==> src/rtl/spi_rxbuf_ctrl_pkg.sv <==
// Shared definitions for the SPI receive buffer controller:
// FSM state encoding, CPU register offsets and STATUS bit positions.
package spi_rxbuf_ctrl_pkg;

  typedef enum logic [1:0] {
    RXB_IDLE = 2'd0,
    RXB_RECV = 2'd1,
    RXB_DONE = 2'd2
  } rxb_state_e;

  // Register offsets relative to REG_BASE
  localparam logic [7:0] REG_STATUS = 8'd0;
  localparam logic [7:0] REG_LEN    = 8'd1;
  localparam logic [7:0] REG_DROP   = 8'd2;

  // STATUS register bit indices
  localparam int ST_DONE = 0;
  localparam int ST_OVF  = 1;
  localparam int ST_RECV = 2;

  // RELEASE command bit in a STATUS write
  localparam int CMD_RELEASE = 0;

endpackage

==> src/rtl/spi_rxbuf_ram.sv <==
// Receive buffer storage: 2**AW x 8, synchronous write from the SPI side,
// asynchronous read addressed by the (already registered) CPU address.
// Ports:
//   clk    - system clock
//   we     - write enable
//   waddr  - write address
//   wdata  - write data
//   raddr  - read address
//   rdata  - read data (combinational from raddr)
module spi_rxbuf_ram #(
  parameter int AW = 5
) (
  input  logic          clk,
  input  logic          we,
  input  logic [AW-1:0] waddr,
  input  logic [7:0]    wdata,
  input  logic [AW-1:0] raddr,
  output logic [7:0]    rdata
);

  logic [7:0] mem [2**AW];

  always_ff @(posedge clk) begin
    if (we) mem[waddr] <= wdata;
  end

  assign rdata = mem[raddr];

endmodule

==> src/rtl/spi_rxbuf_ctrl.sv <==
// Receive-side packet buffer for the SPI slave link. Captures one CS-framed
// packet into a 2**AW byte RAM and holds it until the CPU releases it;
// packets that arrive while a packet is held are dropped and counted.
// Ports:
//   clk, reset     - system clock, synchronous active-high reset
//   rxPacketStart  - level, current rx byte is the first of a packet
//   rxData         - received byte, qualified by rxDataRdySet
//   rxDataRdySet   - 1-cycle new-byte strobe
//   rxPacketEnd    - 1-cycle end-of-packet strobe (CS deasserted)
//   cpu_addr/di/wr/rd - 8-bit CPU bus; reads have no side effects
//   cpu_do         - read data, one cycle after cpu_addr
//   rx_irq         - high while a complete packet is held
module spi_rxbuf_ctrl
  import spi_rxbuf_ctrl_pkg::*;
#(
  parameter int         AW       = 5,
  parameter logic [7:0] REG_BASE = 8'h20
) (
  input  logic       clk,
  input  logic       reset,
  input  logic       rxPacketStart,
  input  logic [7:0] rxData,
  input  logic       rxDataRdySet,
  input  logic       rxPacketEnd,
  input  logic [7:0] cpu_addr,
  input  logic [7:0] cpu_di,
  input  logic       cpu_wr,
  input  logic       cpu_rd,
  output logic [7:0] cpu_do,
  output logic       rx_irq
);

  rxb_state_e  state_q, state_d;
  logic [AW:0] wr_ptr_q, wr_ptr_d;   // one extra bit so a full buffer reads as 2**AW
  logic [AW:0] len_q, len_d;
  logic        ovf_q, ovf_d;
  logic [7:0]  drop_q, drop_d;
  logic [7:0]  addr_q;

  logic          ram_we;
  logic [AW-1:0] ram_waddr;
  logic [7:0]    ram_rdata;

  logic start_byte, release_cmd;
  logic [7:0] unused_bits;

  assign start_byte  = rxDataRdySet && rxPacketStart;
  assign release_cmd = cpu_wr && (cpu_addr == REG_BASE + REG_STATUS) && cpu_di[CMD_RELEASE];
  assign unused_bits = {cpu_rd, cpu_di[7:1]};

  spi_rxbuf_ram #(.AW(AW)) u_ram (
    .clk   (clk),
    .we    (ram_we),
    .waddr (ram_waddr),
    .wdata (rxData),
    .raddr (addr_q[AW-1:0]),
    .rdata (ram_rdata)
  );

  always_ff @(posedge clk) begin
    if (reset) begin
      state_q  <= RXB_IDLE;
      wr_ptr_q <= '0;
      len_q    <= '0;
      ovf_q    <= 1'b0;
      drop_q   <= '0;
      addr_q   <= '0;
    end else begin
      state_q  <= state_d;
      wr_ptr_q <= wr_ptr_d;
      len_q    <= len_d;
      ovf_q    <= ovf_d;
      drop_q   <= drop_d;
      addr_q   <= cpu_addr;
    end
  end

  always_comb begin
    state_d   = state_q;
    wr_ptr_d  = wr_ptr_q;
    len_d     = len_q;
    ovf_d     = ovf_q;
    drop_d    = drop_q;
    ram_we    = 1'b0;
    ram_waddr = '0;
    unique case (state_q)
      RXB_IDLE: begin
        if (start_byte) begin
          ram_we   = 1'b1;
          wr_ptr_d = (AW+1)'(1);
          ovf_d    = 1'b0;
          state_d  = RXB_RECV;
        end
      end
      RXB_RECV: begin
        // A new start byte inside a packet discards what was collected so far
        if (start_byte) begin
          ram_we   = 1'b1;
          wr_ptr_d = (AW+1)'(1);
          ovf_d    = 1'b0;
        end else if (rxDataRdySet && !wr_ptr_q[AW]) begin
          ram_we    = 1'b1;
          ram_waddr = wr_ptr_q[AW-1:0];
          wr_ptr_d  = wr_ptr_q + 1'b1;
        end else if (rxDataRdySet) begin
          ovf_d = 1'b1;
        end
        // Length includes a byte strobed in the same cycle as the end
        if (rxPacketEnd) begin
          len_d   = wr_ptr_d;
          state_d = RXB_DONE;
        end
      end
      RXB_DONE: begin
        // Start byte counts as a drop even when release lands the same cycle
        if (start_byte && drop_q != 8'hFF) drop_d = drop_q + 1'b1;
        if (release_cmd) state_d = RXB_IDLE;
      end
      default: state_d = RXB_IDLE;
    endcase
  end

  assign rx_irq = (state_q == RXB_DONE);

  always_comb begin
    cpu_do = 8'h00;
    if (addr_q[7:AW] == '0) begin
      cpu_do = ram_rdata;
    end else if (addr_q == REG_BASE + REG_STATUS) begin
      cpu_do[ST_DONE] = (state_q == RXB_DONE);
      cpu_do[ST_OVF]  = ovf_q;
      cpu_do[ST_RECV] = (state_q == RXB_RECV);
    end else if (addr_q == REG_BASE + REG_LEN) begin
      cpu_do = {{(7-AW){1'b0}}, len_q};
    end else if (addr_q == REG_BASE + REG_DROP) begin
      cpu_do = drop_q;
    end
  end

endmodule
==> config.mk <==
export PLATFORM = sky130hd
export DESIGN_NAME = spi_rxbuf_ctrl
export DESIGN_NICKNAME = d
export VERILOG_FILES = /design/src/rtl/spi_rxbuf_ctrl_pkg.sv /design/src/rtl/spi_rxbuf_ram.sv /design/src/rtl/spi_rxbuf_ctrl.sv
export SDC_FILE = /design/constraint.sdc
export NUM_CORES = 1
export LEC_CHECK = 0
export BUFFER_PORTS_ARGS = -buffer_cell sky130_fd_sc_hd__buf_2
export CAP_MARGIN = 20
export CORE_ASPECT_RATIO = 0.75
export CORE_UTILIZATION = 49
export DETAILED_ROUTE_END_ITERATION = 10
export HOLD_SLACK_MARGIN = 0.1
export PLACE_DENSITY = 0.65
export SETUP_SLACK_MARGIN = 0.3
export SYNTH_ARGS = -nofsm -noshare
export SYNTH_HDL_FRONTEND = slang
export SYNTH_SLANG_ARGS = --single-unit
==> constraint.sdc <==
create_clock -name clk -period 3.05 [get_ports clk]
set_input_delay 0.7625 -clock clk [delete_from_list [all_inputs] [get_ports clk]]
set_output_delay 0.7625 -clock clk [all_outputs]
set_load 0.02 [all_outputs]
* After elaboration in Yosys (flattened, before gate mapping)
Memories as Yosys holds them, arrays and structs flattened. A register that Yosys moved wholly into a read port is not among the register bits.
Index checks and enable logic that the tools add are counted.
** Operators by class
- $add $sub $neg :: 2
- Multiply operators :: 0
- Divide/modulo/power cells :: 0
- Order comparisons :: 0
- Equal/unequal tests :: 12
- Shift operators :: 0
- Muxes and demuxes :: 28
- Bitwise logic cells :: 0
- Reductions and logical operators :: 14
** Operator list (number)
- equality test 8 x 6 -> 1 bit (second input constant) :: 4
- two-way mux 5 bit :: 5
- two-way mux 8 bit :: 3
- two-way mux 6 bit :: 3
- case mux 6 bit (2 select lines) :: 1
- two-way mux 1 bit :: 9
- adder 8 x 1 -> 8 bit (second input constant) :: 1
- != test 8 bit (second input constant) :: 1
- adder 6 x 1 -> 6 bit (second input constant) :: 1
- two-way mux 2 bit :: 3
- != test 3 bit (second input constant) :: 2
- case mux 2 bit (3 select lines) :: 1
- AND reduction 2 bit :: 3
- logical AND 1 bit :: 5
- != test 2 bit (second input constant) :: 2
- case mux 1 bit (2 select lines) :: 2
- AND reduction 4 bit :: 1
- logical NOT 3 bit :: 1
- two-way mux 3 bit :: 1
- AND reduction 3 bit :: 1
- equality test 2 x 1 -> 1 bit (second input constant) :: 1
- equality test 2 bit (second input constant) :: 1
- logical NOT 2 bit :: 1
- != test 2 x 1 -> 1 bit (second input constant) :: 1
- 2 further kinds :: 2
** Storage, ports and cells
- Register bits after elaboration :: 31
- Bits in latches :: 0
- Memory bits (writable) :: 256
- Bits in read-only memories :: 0
- Input bits :: 31
- Logic and storage cells :: 63
- Memories kept :: 1
** Memory list
- u_ram.mem :: words 32, width 8, read ports 1, clocked after Yosys merged registers in 1, wr ports 1, RTL line spi_rxbuf_ram.sv:21 : logic [7:0] mem [2**AW];

* Depth between registers and ports, before layout
Gate-level depths: netlist (run 1).
- Depth in word-level cells :: 7
- Mapped depth :: 8
- Depth with buffers taken out :: 6

* By module
From an unflattened synthesis (run 1), not the netlist that was laid out.
** Second synthesis, totals
- Cells, all modules :: 585
- Area, all modules :: 11447.2 µm²
** By module, submodules not included
- spi_rxbuf_ram :: times used 1, cells each 409, area an instance 9893.2 µm², seq. area each 7687.4 µm²
- spi_rxbuf_ctrl :: times used 1, cells each 176, area an instance 1554.0 µm², seq. area each 620.6 µm²

* Worst setup path after synthesis (run 1)
Ideal clock, no wire load.
- Path kind :: register to output
- Start :: register addr_q[5]
- End :: output port cpu_do[7]
- Arrival :: 1.830 ns
- Required time :: 2.288 ns
- Path slack :: 0.457 ns
- Cell stages (with the launch flop) :: 6
- Cells stage by stage :: dfxtp_1 > or3_1 > nor3b_4 > a32o_1 > a2111oi_2 > a221oi_1
** On the way
- Longest elaborated chain between the ends :: 5
** RTL lines
- from (decl) :: RTL line spi_rxbuf_ctrl.sv:38 : logic [7:0] addr_q;
- from (signal assigned) :: RTL line spi_rxbuf_ctrl.sv:74 : addr_q <= cpu_addr;
- equality test 8 x 6 -> 1 bit :: RTL line spi_rxbuf_ctrl.sv:135 : end else if (addr_q == REG_BASE + REG_DROP) begin
- two-way mux 8 bit :: RTL line spi_rxbuf_ctrl.sv:135
- two-way mux 8 bit :: RTL line spi_rxbuf_ctrl.sv:133 : end else if (addr_q == REG_BASE + REG_LEN) begin
- two-way mux 5 bit :: RTL line spi_rxbuf_ctrl.sv:129 : end else if (addr_q == REG_BASE + REG_STATUS) begin
- two-way mux 8 bit (*) :: RTL line spi_rxbuf_ctrl.sv:127 : if (addr_q[7:AW] == '0) begin
- to (decl) :: RTL line spi_rxbuf_ctrl.sv:29 : output logic [7:0] cpu_do,
Mark *: on every way between the ends. The rest lies on a longest branch, timed or not.

* Final worst setup path (run 1)
- Start :: register addr_q[0]
- End :: output port cpu_do[3]
** On the way
- Longest elaborated chain between the ends :: 5
** RTL lines (RTL line)
- equality test 8 x 6 -> 1 bit :: spi_rxbuf_ctrl.sv:135
- two-way mux 8 bit :: spi_rxbuf_ctrl.sv:135
- two-way mux 8 bit :: spi_rxbuf_ctrl.sv:133
- two-way mux 5 bit (*) :: spi_rxbuf_ctrl.sv:129
- two-way mux 8 bit (*) :: spi_rxbuf_ctrl.sv:127
Marked as above.

==> results.json, run 1 <==
{
  "fill_cells": 1665,
  "multi_input_area_sq_mm": 0.00324,
  "grt_pass1_wl_mm": 39.5,
  "crit_path_end_kind": "output port",
  "num_vias": 6454,
  "worst_slew_pin_slew_ns": 0.945,
  "portBuffers": 31,
  "r2r_start": "state_q[1]",
  "r2r-end": "u_ram.mem[22][5]",
  "synthArstFlopShare": 0,
  "cp-start-kind": "flop",
  "cts_buffers": 27,
  "slowest_delay_ns": 0.51,
  "peakVddDrop_v": 0.000457,
  "h-tree-depth": 1,
  "rsz0062_at_grt": "yes",
  "first_pass_iters": 10,
  "path_max_fanout": 5,
  "maxCapViolations": 0,
  "antenna_found_initial": 0,
  "cts_tree": "done",
  "min_to": "state_q[1]",
  "syn_inst": 660,
  "syn-cell-area_sq_mm": 0.0116,
  "wl_mm": 26.6,
  "fin_nets": 805,
  "drt_iter0_drc": 714,
  "skew_ns": 0.00723,
  "fin_crit_sh": 1.09,
  "grt_overflow": 0,
  "hold_path_class": "in2reg",
  "setup_ws_ns": -0.288,
  "synth-edff-count": 256,
  "fin_setup_tns_ns": -1.92,
  "fin_util": 0.599,
  "gp_congestion": 0.901,
  "wl_per_cell_um": 24.4,
  "syn-num-nets": 694,
  "ys.flop_type": "edfxtp_1",
  "critPathArrivalTime_ns": 2.58,
  "critPathLaunch": "addr_q[0]",
  "yosys.area.top_type": "edfxtp_1",
  "period_needed_ns": 3.34,
  "relSlewSlack": 0.368,
  "first_global_vias": 6431,
  "drive_above_1_share": 0.318,
  "yosys_warnings": 0,
  "root_buffer": "clkbuf_16",
  "hold_depth": 2,
  "power_leakage_nw": 4.53,
  "yosys-top-cells-area": "edfxtp_1, mux4_2, dfxtp_1, nor2_1, mux2i_1",
  "yosysMostFrequentCell": "edfxtp_1",
  "ant_nets": 0,
  "ff_latch_area_sq_mm": 0.00832,
  "initial_core_util": 0.502,
  "clkSinkCount": 287,
  "synthTopCellsByCount": "edfxtp_1, nor2_1, mux4_2",
  "cts_buffer_depth": 3,
  "hpwl_mm": 16.5,
  "n_antenna_cell": 0,
  "fp.dieArea_sq_mm": 0.0243,
  "worst_ep_required_time_ns": 2.29,
  "crit_chain": "buf_12, buf_16, mux4_2, and3_4, a2111oi_4, buf_4, a221oi_4, buf_6",
  "maxSlewViolCount": 0,
  "die_w_um": 180,
  "clk_latency_ns": 0.53,
  "placementRows": 48,
  "fmax_mhz": 300,
  "min-delay-start": "cpu_wr",
  "critPathKind": "reg2out",
  "power.density_mw_per_mm2": 591,
  "r2r_cells": 5,
  "slowest_stage": "mux4_2",
  "die_h_um": 135,
  "avgSynthCellArea_sq_um": 17.6,
  "outcome": "finished, violations left",
  "violations": "DRC, setup timing",
  "area_growth_syn_to_layout_pct": 19.4,
  "ys_ff_latch": 287,
  "synth-seq-area-share": 0.716,
  "synth_cell_types": 52,
  "viasPerCell": 5.93,
  "path_buf_inv": 4,
  "clkSlewWorstSetupHoldPaths_ns": 0.06,
  "drc": 1,
  "grt_usage": 0.221,
  "ios": 40,
  "reg2reg_slack_ns": 0.58,
  "cts-hold-fix-buffers": 0,
  "yosys.area.top_type_share": 0.663,
  "grt_max_degree": 33,
  "cpLargestDelayFamily": "buffers and inverters",
  "final-setup-viol-count": 8,
  "design.core.area_sq_mm": 0.0231,
  "hold_violations": 0
}
==> state kept, by name (all words and copies together) (netlist names) <==
| register | cells |
|---|---|
| ovf_q | 1 |
| state_q | 2 |
| drop_q | 8 |
| u_ram.mem | 256 |
| addr_q | 8 |
| len_q | 6 |
| wr_ptr_q | 6 |
==> worst max-delay path by stage <==
stage,endpoint,slack (ns),depth (start not counted)
2_1_floorplan,cpu_do[7],0.46,5
3_3_place_gp,cpu_do[3],0.08,7
3_5_place_dp,cpu_do[3],0.07,7
4_1_cts,cpu_do[7],-0.32,8
5_1_grt,cpu_do[3],-0.36,8
6_report,cpu_do[3],-0.29,8
==> timing repair <==
| item | in CTS | in global routing |
|---|---|---|
| gates cloned | 3 | 0 |
| buffers inserted | 11 | 5 |
| gates resized for setup | 45 | 19 |
| pin swaps | 10 | 6 |
| endpoints found under the setup margin | 8 | 16 |
==> metrics by stage <==
| step | total power [mW] | setup slack (ns) | std cells | hold WS [ns] | instance area, sq um |
|---|---|---|---|---|---|
| finish | 8.19 | -0.288 | 1089 | 0.444 | 13900 |
| global placement | 4.85 | 0.0772 | 1023 | 0.451 | 12500 |
| floorplan | 4.66 | 0.457 | 660 | 0.432 | 11600 |
| CTS | 8.20 | -0.325 | 1084 | 0.437 | 13700 |
| global route | 8.40 | -0.355 | 1089 | 0.444 | 13900 |
| detailed placement | 4.86 | 0.0651 | 1023 | 0.459 | 12500 |
==> report_power, final <==
part	internal (mW)	leakage [nW]	total (mW)	switching, mW
Combinational	0.260	1.55	0.570	0.310
Clock	1.95	0.418	3.30	1.36
Sequential	4.29	2.56	4.31	0.0206
==> per-layer routing <==
metal  GRT usage  wire, um  vias up
li1            -         -     2857
met5           0         0        -
met2       0.347     12700      257
met3      0.0379      1930       43
met1       0.329     11400     3297
met4      0.0469       465        0
==> area by class of cell <==
cell class	count	share of cell area
Inverter	5	0.00136
Clock inverter	15	0.0122
Timing Repair Buffer	114	0.0747
Sequential cell	287	0.601
Clock buffer	32	0.0501
Tap cell	300	0.0271
Multi-Input combinational cell	336	0.234
==> kinds of logic after synthesis <==
group | synth area share
flip-flops | 0.716
AND/OR/NAND/NOR | 0.0715
multiplexers | 0.146
AO/OA/AOI/OAI | 0.0372
buffers and inverters | 0.0192
XOR/XNOR | 0.00680
adder cells (fa/ha/maj) | 0.00324
==> cells in the final DEF (no fill, tap or decap), drive strengths merged, types with 3 or more instances in the layout <==
cell type	netlist	layout
nand2	26	26
nor2b	17	17
mux2	6	6
edfxtp	256	256
buf	21	112
mux4	60	60
o22ai	3	3
dfxtp	31	31
a31oi	4	4
and3	3	3
clkinv	0	10
a221oi	3	3
nor3	8	8
ha	3	3
clkbuf	11	32
a22oi	12	12
o21ai	7	7
or3	3	3
nand3b	5	5
o211ai	3	3
xnor2	7	7
nor4	3	3
mux2i	25	25
and2	3	3
a21oi	15	15
nand4	7	7
inv	5	5
nor2	71	71
nand3	20	20
bufinv	0	4
Power figures use the tool's default switching activity.
==> run 2: changes to the inputs <==
--- a/config.mk
+++ b/config.mk
@@ -7,11 +7,13 @@
 export LEC_CHECK = 0
 export BUFFER_PORTS_ARGS = -buffer_cell sky130_fd_sc_hd__buf_2
 export CAP_MARGIN = 20
+export CELL_PAD_IN_SITES_DETAIL_PLACEMENT = 1
+export CELL_PAD_IN_SITES_GLOBAL_PLACEMENT = 1
 export CORE_ASPECT_RATIO = 0.75
 export CORE_UTILIZATION = 49
 export DETAILED_ROUTE_END_ITERATION = 10
 export HOLD_SLACK_MARGIN = 0.1
-export PLACE_DENSITY = 0.65
+export PLACE_DENSITY_LB_ADDON = 0.1
 export SETUP_SLACK_MARGIN = 0.3
 export SYNTH_ARGS = -nofsm -noshare
 export SYNTH_HDL_FRONTEND = slang
==> run 2 against run 1 <==
The flow finishes with violations (setup timing). Combinational power is 1% higher. Clock power is 5% higher. Via count is 2.0% higher. Non-clock buffer count is 3 higher. Count of clock-buffer cells in the layout is 5 higher. Utilization is 0.27 points higher. Clock skew is 0.0093 ns higher. Largest cell class unchanged. Maximum frequency is 2.5% lower. First-iteration DRC count is 15% lower. Die area stayed put. Critical path type unchanged. Cell area is 0.45% higher.
==> results.json, run 2 (synthesis results as in run 1) <==
{
  "r2r_cells": 5,
  "finalPower_mw": 8.34,
  "wl_met1_mm": 13.4,
  "slowest_delay_ns": 0.52,
  "rsz0062_at_grt": "yes",
  "num_vias": 6585,
  "antenna_found_initial": 0,
  "fin_cells": 1097,
  "hold_depth": 2,
  "clkSinkCount": 287,
  "setup_ws_ns": -0.375,
  "n_antenna_cell": 0,
  "wl_per_cell_um": 27.0,
  "initial_core_util": 0.502,
  "largest-register": "u_ram.mem",
  "reg.largest.list": "u_ram.mem (256), addr_q (8), drop_q (8)",
  "grt_max_degree": 33,
  "fin_util": 0.602,
  "reg2reg_slack_ns": 0.52,
  "hold_path_class": "in2reg",
  "power_leakage_nw": 4.58,
  "fp.dieArea_sq_mm": 0.0243,
  "place_area_sq_mm": 0.0125,
  "grt_usage": 0.252,
  "r2r-end": "u_ram.mem[30][4]",
  "hold_violations": 0,
  "first_pass_iters": 6,
  "final-setup-viol-count": 8,
  "power_frac_seq": 0.517,
  "largest_register_ffs": 256,
  "clkSlewWorstSetupHoldPaths_ns": 0.06,
  "die_w_um": 180,
  "die_h_um": 135,
  "design.core.area_sq_mm": 0.0231,
  "root_buffer": "clkbuf_16",
  "placementRows": 48,
  "clk_latency_ns": 0.55,
  "area_growth_syn_to_layout_pct": 19.9,
  "cts_buffers": 28,
  "min_to": "state_q[1]",
  "peakVddDrop_v": 0.000474,
  "wl_mm": 29.6,
  "cpMostUsedCell": "buf_4",
  "cts-hold-fix-buffers": 0,
  "maxCapViolations": 0,
  "layout_commonest_cell": "edfxtp_1",
  "fin_nets": 809,
  "critPathKind": "reg2out",
  "wl_met2_mm": 13.9,
  "fin_crit_sh": 1.12,
  "path_max_fanout": 5,
  "finalInstanceArea_sq_mm": 0.0139,
  "h-tree-depth": 1,
  "r2r_start": "state_q[1]",
  "critPathArrivalTime_ns": 2.66,
  "drt_iter0_drc": 605,
  "portBuffers": 31,
  "fmax_mhz": 292,
  "p_int_mw": 6.53,
  "ant_nets": 0,
  "worst_slew_pin_slew_ns": 0.903,
  "placed_cells": 1024,
  "slowest_stage": "mux4_2",
  "power_frac_comb": 0.069,
  "drc": 0,
  "min-delay-start": "cpu_wr",
  "power.switching_mw": 1.80,
  "hpwl_mm": 18.9,
  "power.density_mw_per_mm2": 599,
  "first_global_vias": 6825,
  "grt_pass1_wl_mm": 44.1,
  "gp_congestion": 0.867,
  "outcome": "finished, violations left",
  "crit_chain": "buf_12, buf_6, mux4_2, a32o_2, a2111oi_4, buf_4, a221oi_2, buf_4",
  "fin_setup_tns_ns": -2.61,
  "top_layer": "met4",
  "maxSlewViolCount": 0,
  "violations": "setup timing",
  "power_frac_clock": 0.414,
  "skew_ns": 0.0165,
  "layout_common_cells": "edfxtp_1, buf_4, nor2_1",
  "relSlewSlack": 0.396,
  "swShare": 0.216,
  "crit_path_end_kind": "output port",
  "period_needed_ns": 3.42,
  "drive_above_1_share": 0.329,
  "grt_overflow": 0,
  "cp-start-kind": "flop",
  "wl_met3_mm": 1.51,
  "cts_tree": "done",
  "ios": 40,
  "viasPerCell": 6.00,
  "cts_buffer_depth": 3,
  "worst_ep_required_time_ns": 2.29
}
==> run 2: per-stage QoR <==
stage,setup WS [ns],hold WS (ns)
2_1_floorplan,0.457,0.432
3_3_place_gp,0.0812,0.467
3_5_place_dp,0.0217,0.479
4_1_cts,-0.370,0.392
5_1_grt,-0.433,0.402
6_report,-0.375,0.407
==> run 2: area by class of cell <==
class | instances | area [sq um]
clock buffer | 37 | 827
fill | 2005 | 9210
multi-input combinational | 336 | 3250
sequential | 287 | 8320
tap | 300 | 375
inverter | 5 | 18.8
clock inverter | 15 | 100
timing repair buffer | 117 | 1030
==> run 2: critical path: cells and delay by family, from the launching register on <==
family	cells	cell delay [ns]
buffers and inverters	4	0.61
AOI/OAI and AO/OA	3	0.61
muxes	1	0.52
DFF	1	0.37
==> run 2: worst max path at each step <==
| stage | from | endpoint | slack (ns) | depth (start not counted) |
|---|---|---|---|---|
| floorplan | addr_q[5] | cpu_do[7] | 0.46 | 5 |
| global placement | addr_q[0] | cpu_do[1] | 0.08 | 7 |
| detailed placement | addr_q[0] | cpu_do[1] | 0.02 | 7 |
| CTS | addr_q[0] | cpu_do[7] | -0.37 | 9 |
| global route | addr_q[0] | cpu_do[7] | -0.43 | 8 |
| finish | addr_q[0] | cpu_do[7] | -0.37 | 8 |
==> run 2: power groups by stage <==
| stage | logic (mW) | clock network, mW | registers (mW) |
|---|---|---|---|
| floorplan | 0.273 | 0 | 4.38 |
| global placement | 0.462 | 0 | 4.40 |
| detailed placement | 0.477 | 0 | 4.40 |
| CTS | 0.568 | 3.49 | 4.31 |
| global route | 0.609 | 3.63 | 4.31 |
| finish | 0.578 | 3.45 | 4.31 |
==> run 2: routing by layer <==
metal	vias up	track usage
met4	0	0.0757
met2	226	0.402
met1	3440	0.365
met3	55	0.0349
li1	2864	-
met5	-	0
==> run 2: timing repair <==
item	CTS	global route
endpoints found under the hold margin	0	0
buffers inserted	13	6
endpoints found under the setup margin	8	16
gates resized for setup	56	4
cloned	2	0
pin swaps	10	4
==> run 3: changes to the inputs <==
--- a/config.mk
+++ b/config.mk
@@ -10,7 +10,7 @@
 export CELL_PAD_IN_SITES_DETAIL_PLACEMENT = 1
 export CELL_PAD_IN_SITES_GLOBAL_PLACEMENT = 1
 export CORE_ASPECT_RATIO = 0.75
-export CORE_UTILIZATION = 49
+export CORE_UTILIZATION = 29
 export DETAILED_ROUTE_END_ITERATION = 10
 export HOLD_SLACK_MARGIN = 0.1
 export PLACE_DENSITY_LB_ADDON = 0.1
==> run 3 against run 2 <==
The run still ends with setup timing left. Largest power group unchanged. Largest cell class unchanged. Power rose by 1.5%. Worst hold slack got worse by 0.016 ns. Sequential cell count did not move. Non-clock buffer count rose by 15.
==> results.json, run 3 (synthesis results as in run 1) <==
{
  "finalInstanceArea_sq_mm": 0.0144,
  "n_antenna_cell": 0,
  "ios": 40,
  "path_buf_inv": 4,
  "die_h_um": 175,
  "critPathKind": "reg2out",
  "cts_buffer_depth": 3,
  "r2r_start": "wr_ptr_q[5]",
  "die_w_um": 233,
  "final-setup-viol-count": 8,
  "h-tree-depth": 1,
  "power.density_mw_per_mm2": 587,
  "maxSlewViolCount": 0,
  "cpLargestDelayFamily": "buffers and inverters",
  "fin_setup_tns_ns": -2.39,
  "worst_slew_pin_slew_ns": 1.07,
  "fill_cells": 3944,
  "clkSinkCount": 287,
  "largest-register": "u_ram.mem",
  "gp_congestion": 0.787,
  "grt_usage": 0.162,
  "reg2reg_slack_ns": 0.72,
  "area_growth_syn_to_layout_pct": 24.3,
  "portBuffers": 31,
  "outcome": "finished, violations left",
  "grt_max_degree": 33,
  "wl_mm": 32.1,
  "fin_crit_sh": 1.11,
  "ff_latch_area_sq_mm": 0.00832,
  "maxCapViolations": 0,
  "busiest_layer": "met2",
  "rsz0062_at_grt": "yes",
  "grt_overflow": 0,
  "period_needed_ns": 3.40,
  "wl_per_cell_um": 24.0,
  "placementRows": 63,
  "hold_violations": 0,
  "cts-hold-fix-buffers": 0,
  "setup_ws_ns": -0.349,
  "drive_above_1_share": 0.351,
  "grt_pass1_wl_mm": 47.7,
  "relSlewSlack": 0.285,
  "largest_register_ffs": 256,
  "r2r-end": "u_ram.mem[0][4]",
  "crit_chain": "buf_12, buf_6, mux4_2, a32o_1, a2111oi_4, buf_4, a221oi_2, buf_4",
  "use_met1": 0.239,
  "hold_path_class": "in2reg",
  "initial_core_util": 0.294,
  "cpMostUsedCell": "buf_4",
  "power_leakage_nw": 4.66,
  "cts_buffers": 31,
  "clkSlewWorstSetupHoldPaths_ns": 0.06,
  "ant_nets": 0,
  "place_area_sq_mm": 0.0129,
  "r2r_cells": 6,
  "skew_ns": 0.00984,
  "slowest_delay_ns": 0.52,
  "use_met2": 0.251,
  "worst_ep_required_time_ns": 2.29,
  "num_vias": 6462,
  "first_global_vias": 7041,
  "path_max_fanout": 6,
  "grt_use_met3": 0.0294,
  "root_buffer": "clkbuf_16",
  "layout_commonest_cell": "edfxtp_1",
  "peakVddDrop_v": 0.000424,
  "crit_path_end_kind": "output port",
  "design.core.area_sq_mm": 0.0395,
  "viasPerCell": 4.83,
  "min-delay-start": "cpu_wr",
  "antenna_found_initial": 0,
  "slowest_stage": "mux4_2",
  "fin_nets": 827,
  "min_to": "state_q[1]",
  "hold_depth": 2,
  "drt_iter0_drc": 335,
  "reg.largest.list": "u_ram.mem (256), addr_q (8), drop_q (8)",
  "critPathArrivalTime_ns": 2.64,
  "fp.dieArea_sq_mm": 0.0408,
  "first_pass_iters": 4,
  "drc": 0,
  "cp-start-kind": "flop",
  "crit_cells": 8,
  "clk_latency_ns": 0.58,
  "cts_tree": "done",
  "hold_ws_ns": 0.391,
  "multi_input_area_sq_mm": 0.00329,
  "finalPower_mw": 8.46,
  "layout_common_cells": "edfxtp_1, buf_4, nor2_1",
  "hpwl_mm": 21.3,
  "violations": "setup timing",
  "fmax_mhz": 294
}
run 3: final cells by class:
type | count | area share
clock buffers | 36 | 0.0551
clock inverters | 22 | 0.0103
inverters | 5 | 0.00130
multi-input cells | 336 | 0.228
flip-flops and latches | 287 | 0.577
well taps | 520 | 0.0451
repair buffers | 132 | 0.0831
run 3: worst max-delay path by stage:
stage                     startpoint   endpoint  slack (ns)
after CTS                  addr_q[0]  cpu_do[3]       -0.39
after floorplan            addr_q[5]  cpu_do[7]        0.46
after detailed placement   addr_q[0]  cpu_do[6]        0.02
after global placement     addr_q[0]  cpu_do[0]        0.05
after global routing       addr_q[0]  cpu_do[3]       -0.46
final                      addr_q[0]  cpu_do[7]       -0.35
run 3: per-layer routing:
metal	wire length, um	part of all wire
met3	1220	0.038
met1	15700	0.49
met5	0	0
met4	440	0.014
met2	14800	0.46
run 3: where the power goes:
| part | switching (mW) | internal, mW |
|---|---|---|
| logic | 0.339 | 0.275 |
| clock network | 1.59 | 1.95 |
| registers | 0.0199 | 4.29 |
| total | 1.95 | 6.52 |
run 3: metrics by stage:
step / worst slack (ns) / utilization / std cells
final: -0.349 / 0.365 / 1338
after global routing: -0.461 / 0.365 / 1338
after detailed placement: 0.0170 / 0.326 / 1255
after global placement: 0.0493 / 0.326 / 1255
after floorplan: 0.457 / - / 660
after CTS: -0.390 / 0.364 / 1338
run 3: worst reg2reg max path, delay by kind of cell (launching register included):
family	cells	cell delay, ns
AO/OA/AOI/OAI	2	0.89
adder cells (fa/ha/maj)	1	0.25
buffers and inverters	1	0.22
AND/OR/NAND/NOR	2	0.37
flip-flops	1	0.36
run 3: repair_timing:
action                     CTS  global route
cloned                       4             0
setup buffers               21             0
pin swaps                   19             3
setup endpoints to repair    8             8
resized for setup           70             9
